## src/rtl/result_streamer_if.sv

```systemverilog
// -----------------------------------------------------------------------------
// result_streamer_if
//
// Purpose:
//   Bundles the two bus-like port groups of the result streamer:
//   the result-buffer read port and the AXI-Stream style output.
//
// Signals:
//   rd_en    result buffer read strobe            (master -> slave)
//   rd_addr  result buffer read address           (master -> slave)
//   rd_data  buffer read data, one cycle after rd_en (slave -> master)
//   o_data   stream data                          (master -> slave)
//   o_valid  stream valid                         (master -> slave)
//   o_last   final beat of the matrix             (master -> slave)
//   o_ready  downstream ready                     (slave -> master)
//
// Modports:
//   master  the streamer side
//   slave   the buffer + downstream consumer side
// -----------------------------------------------------------------------------
interface result_streamer_if #(
    parameter int DATA_W = 32,
    parameter int ADDR_W = 8
);
    logic              rd_en;
    logic [ADDR_W-1:0] rd_addr;
    logic [DATA_W-1:0] rd_data;

    logic [DATA_W-1:0] o_data;
    logic              o_valid;
    logic              o_ready;
    logic              o_last;

    modport master (
        output rd_en,
        output rd_addr,
        input  rd_data,
        output o_data,
        output o_valid,
        output o_last,
        input  o_ready
    );

    modport slave (
        input  rd_en,
        input  rd_addr,
        output rd_data,
        input  o_data,
        input  o_valid,
        input  o_last,
        output o_ready
    );
endinterface

```

## src/rtl/result_streamer.sv

```systemverilog
// -----------------------------------------------------------------------------
// result_streamer
//
// Purpose:
//   Reads a complete MATSIZE x MATSIZE result matrix from the result buffer
//   and streams it out as valid/ready/last beats, in row-major or
//   column-major order. Pulses o_intr for one cycle after the final beat is
//   accepted.
//
// Ports:
//   clk        single clock, rising edge
//   rst        synchronous, active-high reset
//   start      one-cycle request to stream the matrix (ignored while busy)
//   col_major  order select, captured with an accepted start
//   busy       high from start acceptance through the final handshake
//   o_intr     one-cycle completion pulse
//   bus        result_streamer_if.master: buffer read port + output stream
//
// Structure:
//   A 3-state FSM (IDLE/RUN/DRAIN) issues reads; read data lands one cycle
//   later in a 2-entry FIFO whose head drives the stream. A credit check
//   (FIFO occupancy + in-flight read - pop < 2) gates every read, so the FIFO
//   cannot overflow yet still sustains one beat per cycle under o_ready=1.
// -----------------------------------------------------------------------------
module result_streamer #(
    parameter int MATSIZE = 16,
    parameter int DATA_W  = 32,
    parameter int ADDR_W  = $clog2(MATSIZE * MATSIZE)
) (
    input  logic                clk,
    input  logic                rst,
    input  logic                start,
    input  logic                col_major,
    output logic                busy,
    output logic                o_intr,
    result_streamer_if.master   bus
);

    localparam int NWORDS = MATSIZE * MATSIZE;
    localparam int CNT_W  = $clog2(NWORDS) + 1;
    localparam int LOG_M  = $clog2(MATSIZE);

    localparam logic [CNT_W-1:0] LAST_IDX = CNT_W'(NWORDS - 1);

    typedef enum logic [1:0] {
        IDLE  = 2'd0,
        RUN   = 2'd1,
        DRAIN = 2'd2
    } state_t;

    // -------------------------------------------------------------------------
    // Registers
    // -------------------------------------------------------------------------
    state_t             r_state;
    logic               r_col_major;
    logic [CNT_W-1:0]   r_rd_cnt;      // reads issued in this matrix
    logic [CNT_W-1:0]   r_tx_cnt;      // beats handshaken in this matrix
    logic               r_inflight;    // a read was issued last cycle
    logic [DATA_W-1:0]  r_fifo [2];
    logic               r_wr_ptr;
    logic               r_rd_ptr;
    logic [1:0]         r_count;       // FIFO occupancy, 0..2
    logic               r_intr;

    // -------------------------------------------------------------------------
    // Combinational signals
    // -------------------------------------------------------------------------
    state_t             w_state_nxt;
    logic               w_accept;
    logic               w_rd_en;
    logic               w_credit_ok;
    logic               w_push;
    logic               w_pop;
    logic               w_valid;
    logic               w_last;
    logic               w_last_hs;
    logic [ADDR_W-1:0]  w_rd_addr;
    logic [LOG_M-1:0]   w_cnt_lo;      // rd_cnt % MATSIZE
    logic [LOG_M-1:0]   w_cnt_hi;      // rd_cnt / MATSIZE
    logic [2:0]         w_credit_sum;

    // -------------------------------------------------------------------------
    // Stream side
    // -------------------------------------------------------------------------
    assign w_valid   = (r_count != 2'd0);
    assign w_pop     = w_valid & bus.o_ready;
    assign w_last    = w_valid & (r_tx_cnt == LAST_IDX);
    assign w_last_hs = w_pop & w_last;

    // The in-flight read of the previous cycle is the only source of data.
    assign w_push    = r_inflight;

    assign bus.o_data  = r_fifo[r_rd_ptr];
    assign bus.o_valid = w_valid;
    assign bus.o_last  = w_last;

    // -------------------------------------------------------------------------
    // Read issue: credit check counts words already buffered plus the one
    // still in flight, minus the word leaving this cycle. Never negative,
    // since a pop needs r_count >= 1.
    // -------------------------------------------------------------------------
    assign w_credit_sum = {1'b0, r_count} + {2'b00, r_inflight} - {2'b00, w_pop};
    assign w_credit_ok  = (w_credit_sum < 3'd2);
    assign w_rd_en      = (r_state == RUN) & w_credit_ok;

    // MATSIZE is a power of two: % and / are plain bit slices of the counter,
    // so the column-major address is simply the two halves swapped.
    assign w_cnt_lo  = r_rd_cnt[LOG_M-1:0];
    assign w_cnt_hi  = r_rd_cnt[2*LOG_M-1:LOG_M];
    assign w_rd_addr = r_col_major ? {w_cnt_lo, w_cnt_hi} : r_rd_cnt[ADDR_W-1:0];

    assign bus.rd_en   = w_rd_en;
    assign bus.rd_addr = w_rd_addr;

    assign busy   = (r_state != IDLE);
    assign o_intr = r_intr;

    // -------------------------------------------------------------------------
    // FSM: next-state logic
    // -------------------------------------------------------------------------
    always_comb begin
        // NOTE: every output of this block gets a default first, so no path
        // leaves one unassigned and no latch is inferred.
        w_state_nxt = r_state;
        w_accept    = 1'b0;
        unique case (r_state)
            IDLE: begin
                if (start) begin
                    w_accept    = 1'b1;
                    w_state_nxt = RUN;
                end
            end
            RUN: begin
                if (w_rd_en && (r_rd_cnt == LAST_IDX)) begin
                    w_state_nxt = DRAIN;
                end
            end
            DRAIN: begin
                if (w_last_hs) begin
                    w_state_nxt = IDLE;
                end
            end
            default: w_state_nxt = IDLE;
        endcase
    end

    // -------------------------------------------------------------------------
    // FSM: state register, counters, completion pulse
    // -------------------------------------------------------------------------
    always_ff @(posedge clk) begin
        // NOTE: sequential state uses non-blocking assignments only, so every
        // register samples pre-edge values regardless of statement order.
        if (rst) begin
            r_state     <= IDLE;
            r_col_major <= 1'b0;
            r_rd_cnt    <= '0;
            r_tx_cnt    <= '0;
            r_inflight  <= 1'b0;
            r_intr      <= 1'b0;
        end else begin
            r_state    <= w_state_nxt;
            r_inflight <= w_rd_en;
            r_intr     <= w_last_hs;
            // Accept happens only in IDLE, where neither reads nor pops occur.
            if (w_accept) begin
                r_col_major <= col_major;
                r_rd_cnt    <= '0;
                r_tx_cnt    <= '0;
            end else begin
                if (w_rd_en) begin
                    r_rd_cnt <= r_rd_cnt + 1'b1;
                end
                if (w_pop) begin
                    r_tx_cnt <= r_tx_cnt + 1'b1;
                end
            end
        end
    end

    // -------------------------------------------------------------------------
    // 2-entry FIFO
    // -------------------------------------------------------------------------
    always_ff @(posedge clk) begin
        // NOTE: the storage is only two words and drives o_data directly, so
        // it is reset to keep o_data at 0 out of reset; a real RAM would not be.
        if (rst) begin
            r_fifo[0] <= '0;
            r_fifo[1] <= '0;
            r_wr_ptr  <= 1'b0;
            r_rd_ptr  <= 1'b0;
            r_count   <= 2'd0;
        end else begin
            if (w_push) begin
                r_fifo[r_wr_ptr] <= bus.rd_data;
                r_wr_ptr         <= ~r_wr_ptr;
            end
            if (w_pop) begin
                r_rd_ptr <= ~r_rd_ptr;
            end
            unique case ({w_push, w_pop})
                2'b10:   r_count <= r_count + 2'd1;
                2'b01:   r_count <= r_count - 2'd1;
                default: r_count <= r_count;
            endcase
        end
    end

endmodule

```

## src/flat_wrapper.sv

```systemverilog
// flat-port wrapper written by rule: the top's interface ports become plain ports
module result_streamer_flat 
#(
    parameter int MATSIZE = 16,
    parameter int DATA_W  = 32,
    parameter int ADDR_W  = $clog2(MATSIZE * MATSIZE)
)
  (clk, rst, start, col_major, busy, o_intr, bus_rd_en, bus_rd_addr, bus_rd_data, bus_o_data, bus_o_valid, bus_o_last, bus_o_ready);
  result_streamer_if #(.DATA_W(DATA_W), .ADDR_W(ADDR_W)) bus_i ();
  input  logic clk;
  input  logic rst;
  input  logic start;
  input  logic col_major;
  output logic busy;
  output logic o_intr;
  output wire logic [$bits(bus_i.rd_en)-1:0] bus_rd_en;
  output wire logic [$bits(bus_i.rd_addr)-1:0] bus_rd_addr;
  input wire logic [$bits(bus_i.rd_data)-1:0] bus_rd_data;
  output wire logic [$bits(bus_i.o_data)-1:0] bus_o_data;
  output wire logic [$bits(bus_i.o_valid)-1:0] bus_o_valid;
  output wire logic [$bits(bus_i.o_last)-1:0] bus_o_last;
  input wire logic [$bits(bus_i.o_ready)-1:0] bus_o_ready;
  assign bus_rd_en = bus_i.rd_en;
  assign bus_rd_addr = bus_i.rd_addr;
  assign bus_i.rd_data = bus_rd_data;
  assign bus_o_data = bus_i.o_data;
  assign bus_o_valid = bus_i.o_valid;
  assign bus_o_last = bus_i.o_last;
  assign bus_i.o_ready = bus_o_ready;
  result_streamer #(.MATSIZE(MATSIZE), .DATA_W(DATA_W), .ADDR_W(ADDR_W)) u_core (.clk(clk), .rst(rst), .start(start), .col_major(col_major), .busy(busy), .o_intr(o_intr), .bus(bus_i));
endmodule
```

## config.mk

```make
export PLATFORM = sky130hd
export DESIGN_NAME = result_streamer_flat
export DESIGN_NICKNAME = d
export VERILOG_FILES = /design/src/rtl/result_streamer_if.sv /design/src/rtl/result_streamer.sv /design/src/flat_wrapper.sv
export SDC_FILE = /design/constraint.sdc
export NUM_CORES = 1
export LEC_CHECK = 0
export CORE_ASPECT_RATIO = 2
export CORE_MARGIN = 2
export CORE_UTILIZATION = 50
export DETAILED_ROUTE_END_ITERATION = 8
export GPL_TIMING_DRIVEN = 1
export HOLD_SLACK_MARGIN = 0.15
export PLACE_DENSITY = 0.77
export SLEW_MARGIN = 15
export SYNTH_ARGS = -nofsm -noshare
export SYNTH_HDL_FRONTEND = slang
export SYNTH_SLANG_ARGS = --single-unit
```

## constraint.sdc

```tcl
create_clock -name clk -period 4.85 [get_ports clk]
set_clock_uncertainty 0.05 [all_clocks]
set_input_delay 0.97 -clock clk [delete_from_list [all_inputs] [get_ports clk]]
set_output_delay 0.97 -clock clk [all_outputs]
set_load 0.02 [all_outputs]
```

==> reports/results.ini, run 1 <==
[run_status]
status = finished, final reports clean

[clocking]
cts.sinks = 92
cts_buffers = 9
post_cts_buffers = 0
cts_hold_buf = 0
cts.reportedPaths.clkPinSlew_ns = 0.06
cts_tree = done
cts_buffer_depth = 2
clock_latency_ns = 0.33
cts_root_buffer = clkbuf_16
cts_resized = 0
htreeDepth = 3

[logic_synthesis]
yosys_warnings = 0
synth-edff-count = 64
postSynthAreaPerCell_um2 = 12.55
ys_seq_elements = 92
synth-main-ff-cell = edfxtp_1
ys_seq_area_frac = 0.5853
netlist_instances = 338
async_flop_share = 0
synth_nets = 380
synth_cell_type_count = 44
synth.cell_area_mm2 = 0.004242

[layout]
syn_to_final_growth_pct = 27.17
final_common_cell = clkdlybuf4s50_1
fillCellCount = 653
drive_gt1_frac = 0.1544
fin_nets = 458
layout_common_cells = 81 x clkdlybuf4s50_1, 65 x and2_1, 64 x edfxtp_1, 37 x mux2_2, 28 x dfxtp_1
antenna_cells = 0

[route]
wire_per_inst_um = 16.11
dr.pass1.iters = 4
vias = 2782
route.detailed.drc = 0
first_iter_violations = 239
finalWirelength_mm = 8.361
ant_nets = 0
viasPerCell = 5.360

[place]
routabilityCongestion = 0.8310
dp_hpwl_mm = 5.842
io_buffers = 81

[worst_setup_path]
path_cells = clkdlybuf4s50_1 > nor2b_1 > o21ai_0 > fa_1 > nand3b_4 > nor2_1 > clkdlybuf4s50_1
crit_path_max_incr_delay_ns = 0.65
critPathSlowestCell = clkdlybuf4s50_1
worst_setup_path_start_kind = input port
arrival_ns = 3.59
crit_path_frequent_cell = clkdlybuf4s50_1
reg2regPathDepth = 7
worstPathMaxFanout = 14
cp.required_ns = 3.83
crit_type = input port to output pin
setup.worst_path.end_class = output pin

[floorplan]
initial_utilization = 0.5152
core_mm2 = 0.008233
die_area_mm2 = 0.009280
rows = 47
chipHeight_um = 134.3
num_io_pins = 82
die-width_um = 69.13

[global_route]
grt-ovfl-total = 0
grt_pass1_vias = 2829
grt_pass1_wl_mm = 13.58
antenna_found_initial = 0
grt_usage = 0.1879
grt_max_degree = 34

[power_and_ir_drop]
p_per_area_mw_per_mm2 = 364.7
power_leakage_nw = 1.964
ir_drop_mv = 0.2520

[sta]
rsz0062_at_grt = no
hold_viol = 0
finalSetupTns_ns = 0
finalMaxSlewViolations = 0
fin_crit_ns = 4.610
max_clock_freq_ghz = 0.2169
finalCritPeriodShare = 0.9504
relSlewSlack = 0.3701
setup_violations = 0
hold_slack_ns = 0.4482
tightest_slew_ns = 0.9449

[flow_run]
max-cap-violations = 0

[min_path]
hold_depth = 2
hp-class = flip-flop to flip-flop

[where the power goes]
part	internal, mW	switching (mW)	total [mW]
Combinational	0.199	0.197	0.396
Clock	0.387	0.261	0.648
Sequential	0.894	0.0285	0.923
Total	1.48	0.487	1.97
[synthesized netlist by cell type, types with 3 or more instances]
library cell | n | area (um^2)
clkbuf_1 | 9 | 33.78
inv_1 | 7 | 26.28
a21oi_1 | 13 | 65.06
nand2_1 | 7 | 26.28
nand3_1 | 11 | 55.05
nor4_1 | 3 | 18.77
edfxtp_1 | 64 | 1922
buf_2 | 6 | 30.03
xnor2_1 | 7 | 61.31
nor3_1 | 3 | 15.01
or2_2 | 3 | 18.77
o21ai_0 | 9 | 45.04
or4_1 | 4 | 30.03
o31ai_1 | 4 | 30.03
nor2_1 | 12 | 45.04
and2_1 | 65 | 406.6
nand3b_1 | 3 | 22.52
mux2_2 | 37 | 416.7
ha_1 | 4 | 50.05
dfxtp_1 | 28 | 560.5
mux2i_1 | 4 | 40.04
or3_1 | 5 | 31.28
[cell type report]
cell class / count / area, um^2 / share of cell area
inverter: 8 / 30.03 / 0.005567
tap: 98 / 122.6 / 0.02273
multi-input combinational: 219 / 1628 / 0.3018
timing repair buffer: 86 / 848.3 / 0.1573
clock inverter: 2 / 8.758 / 0.001624
sequential: 92 / 2482 / 0.4602
clock buffer: 14 / 274.0 / 0.05080
[critical path: cells and delay by family]
family | cells | cell delay (ns)
AOI/OAI and AO/OA | 1 | 0.16
adders and majority gates | 1 | 0.59
buffers and inverters | 2 | 1.26
and+or+nand+nor | 3 | 0.62
[cell families after synthesis]
group / after synthesis / synth area share
compound gates: 36 / 0.05752
xor+xnor: 8 / 0.01652
fa+ha+maj: 5 / 0.01652
buf+inv: 27 / 0.03097
flops: 92 / 0.5853
mux: 43 / 0.1130
simple gates: 127 / 0.1802
[state kept, by name, summed over array words and instances, names as in the netlist, named ones only]
| register | flops |
|---|---|
| u_core.r_fifo | 64 |
| u_core.r_rd_cnt | 9 |
| u_core.r_tx_cnt | 9 |
| u_core.r_count | 2 |
| u_core.r_state | 2 |
| u_core.o_intr | 1 |
| u_core.r_col_major | 1 |
| u_core.r_inflight | 1 |
| u_core.r_rd_ptr | 1 |
| u_core.r_wr_ptr | 1 |
[path summary, 6_finish.rpt]
kind                           start            endpoint  slack [ns]
setup reg to reg   u_core.r_count[1]  u_core.r_rd_cnt[3]        2.30
hold / removal    u_core.r_tx_cnt[7]  u_core.r_tx_cnt[7]        0.45
setup / recovery         bus_o_ready           bus_rd_en        0.24
hold reg to reg   u_core.r_tx_cnt[7]  u_core.r_tx_cnt[7]        0.45
[stage by stage]
stage | power [mW] | util | cell area, um^2 | worst slack, ns | cells
after global placement | 1.330 | 0.6208 | 5111 | 0.3161 | 503
after detailed placement | 1.341 | 0.6208 | 5111 | 0.2631 | 503
final | 1.967 | 0.6552 | 5394 | 0.2404 | 519
after floorplan | 1.178 | - | 4242 | 1.536 | 338
after CTS | 1.983 | 0.6552 | 5394 | 0.2486 | 519
after global routing | 2.044 | 0.6552 | 5394 | 0.06291 | 519
[layer usage]
metal | up-vias | GRT usage | wire length [um]
met5 | - | 0 | 0
met4 | 0 | 0.1013 | 261
met3 | 19 | 0.04207 | 375
met2 | 68 | 0.3504 | 4802
met1 | 1330 | 0.1896 | 2921
li1 | 1365 | - | -
(Power assumes the default switching activity.)
==> run 2, diff against run 1 <==
SKIP_LAST_GASP = 1   (was not set)
==> results of run 2 <==
Final layout, timing and power as in run 1 (identical DEF).
==> run 3, diff against run 2 <==
CORE_UTILIZATION = 47   (was 50)
CTS_CLUSTER_DIAMETER = 30   (was not set)
PLACE_DENSITY = 0.76   (was 0.77)
clock period = 4.1 ns   (was 4.85 ns; I/O delays follow)
==> run 3 against run 2 <==
Wire length is 1.0% lower. Global-route usage is 1.6 points lower. Critical path type unchanged. Cell count is 1.5% higher. Cell area is 1.0% higher. Hold slack worse by 0.011 ns. Utilization is 4.2 points lower. Die area is 6.1% higher. Setup slack worse by 0.072 ns. Non-clock buffer count is 4 higher. Critical path depth stayed put. Sequential share of layout area is 0.47 points lower.
==> reports/results.ini, run 3 (same netlist as run 1, synthesis figures left out) <==
[global_route]
grt_pass1_vias = 2824  ; -0.18%
grt_max_degree = 33  ; -2.9%
grt_pass1_wl_mm = 13.21  ; -2.7%
antenna_found_initial = 0  ; unchanged
grt_usage = 0.1719  ; -0.01606
grt-ovfl-total = 0  ; unchanged

[layout]
largest_register_ffs = 64  ; unchanged
antenna_cells = 0  ; unchanged
final_util = 0.6129  ; -0.04222
final_common_cell = clkdlybuf4s50_1
largestRegisters = u_core.r_fifo x64, u_core.r_rd_cnt x9, u_core.r_tx_cnt x9
fin_nets = 462  ; +0.87%
final_area_mm2 = 0.005449  ; +1.0%
layout_common_cells = 81 x clkdlybuf4s50_1, 65 x and2_1, 64 x edfxtp_1, 37 x mux2_2, 28 x dfxtp_1
syn_to_final_growth_pct = 28.47
final_cells = 527  ; +1.5%
drive_gt1_frac = 0.1671  ; +0.01266
top_register = u_core.r_fifo

[floorplan]
chipHeight_um = 138.3  ; +3.0%
die-width_um = 71.18  ; +3.0%
core_mm2 = 0.008890  ; +8.0%
num_io_pins = 82  ; unchanged
die_area_mm2 = 0.009847  ; +6.1%
initial_utilization = 0.4771  ; -0.03807
rows = 49  ; +4.3%

[sta]
hold_viol = 0  ; unchanged
tightest_slew_ns = 0.8136  ; -0.1313 ns
hold_slack_ns = 0.4369  ; -0.01132 ns
rsz0062_at_grt = no
finalCritPeriodShare = 0.9590
max_clock_freq_ghz = 0.2543
relSlewSlack = 0.4576  ; +0.08756
setup_violations = 0  ; unchanged
finalSetupTns_ns = 0  ; unchanged
fin_crit_ns = 3.932
finalWorstSetupSlack_ns = 0.1680  ; -0.07243 ns
finalMaxSlewViolations = 0  ; unchanged

[worst_setup_path]
crit_path_max_incr_delay_ns = 0.62  ; -0.03 ns
worstPathMaxFanout = 4  ; -10
cp.required_ns = 3.23  ; -0.60 ns
path_cells = clkdlybuf4s50_1 > and2b_1 > o21ai_0 > fa_1 > nand3b_4 > nor2_1 > clkdlybuf4s50_1
crit_buf_inv = 2  ; unchanged
crit_type = input port to output pin
critPathTopFamily = buffers and inverters
critPathSlowestCell = clkdlybuf4s50_1
setup.worst_path.end_class = output pin
crit_path_frequent_cell = clkdlybuf4s50_1
arrival_ns = 3.06  ; -0.53 ns
worst_setup_path_start_kind = input port

[clocking]
cts_tree = done
cts_root_buffer = clkbuf_16
cts.reportedPaths.clkPinSlew_ns = 0.06  ; about the same
cts.sinks = 92  ; unchanged
cts_hold_buf = 0  ; unchanged
post_cts_buffers = 0  ; unchanged
clock_latency_ns = 0.33  ; about the same
cts_resized = 0  ; unchanged
htreeDepth = 3  ; unchanged
cts_buffer_depth = 2  ; unchanged
cts_buffers = 9  ; unchanged

[flow_run]
max-cap-violations = 0  ; unchanged

[power_and_ir_drop]
ir_drop_mv = 0.2304  ; -8.6%
power_leakage_nw = 1.996  ; +1.6%
total_power_mw = 2.391  ; +22%
p_per_area_mw_per_mm2 = 438.8  ; +20%

[place]
io_buffers = 81  ; unchanged
dp_cells = 511  ; +1.6%
pre_cts_ws_ns = 0.1685  ; -0.09456 ns
post_dp_cell_area_mm2 = 0.005146  ; +0.69%
routabilityCongestion = 0.8769  ; +5.5%
dp_hpwl_mm = 5.734  ; -1.9%

[route]
route.detailed.drc = 0  ; unchanged
vias = 2807  ; +0.90%
dr.pass1.iters = 4  ; unchanged
finalWirelength_mm = 8.275  ; -1.0%
wire_per_inst_um = 15.70  ; -2.5%
ant_nets = 0  ; unchanged
viasPerCell = 5.326  ; -0.63%
first_iter_violations = 131  ; -45%

[min_path]
hp-class = flip-flop to flip-flop

[run_status]
status = finished, final reports clean

-- run 3: changes by cell type in the layout (fill, tap and decap cells not counted), sizes merged --
cell and change:
buf +4, inv +1, clkbuf -2, bufinv +1
-- run 3: worst paths after layout --
kind / start / cells past startpoint / slack [ns] / endpoint
setup / recovery: bus_o_ready / 7 / 0.17 / bus_rd_en
hold / removal: u_core.r_tx_cnt[7] / 2 / 0.44 / u_core.r_tx_cnt[7]
hold reg to reg: u_core.r_tx_cnt[7] / 2 / 0.44 / u_core.r_tx_cnt[7]
setup reg to reg: u_core.r_count[1] / 7 / 1.54 / u_core.r_rd_cnt[3]
-- run 3: report_power, final --
group          switching (mW)  internal (mW)  total [mW]
clock network           0.322          0.504       0.825
logic                   0.233          0.241       0.474
registers              0.0341           1.06        1.09
-- run 3: layout make-up --
type | instances | area [um^2]
clock inverter | 4 | 46.29
timing repair buffer | 90 | 878.3
clock buffer | 12 | 256.5
multi-input combinational | 219 | 1628
sequential | 92 | 2482
fill | 704 | 3441
tap | 102 | 127.6
inverter | 8 | 30.03
-- run 3: worst reg2reg max path: cells and delay by family (launching register included) --
| kind | cells | cell delay, ns |
|---|---|---|
| buf+inv | 1 | 0.18 |
| compound gates | 2 | 0.54 |
| fa+ha+maj | 1 | 0.58 |
| simple gates | 3 | 0.68 |
| flops | 1 | 0.45 |
-- run 3: routing by layer --
metal | routed length, um | GRT usage
met5 | 0 | 0
met4 | 123 | 0.06058
met2 | 4844 | 0.3319
met1 | 2929 | 0.1647
met3 | 378 | 0.04883
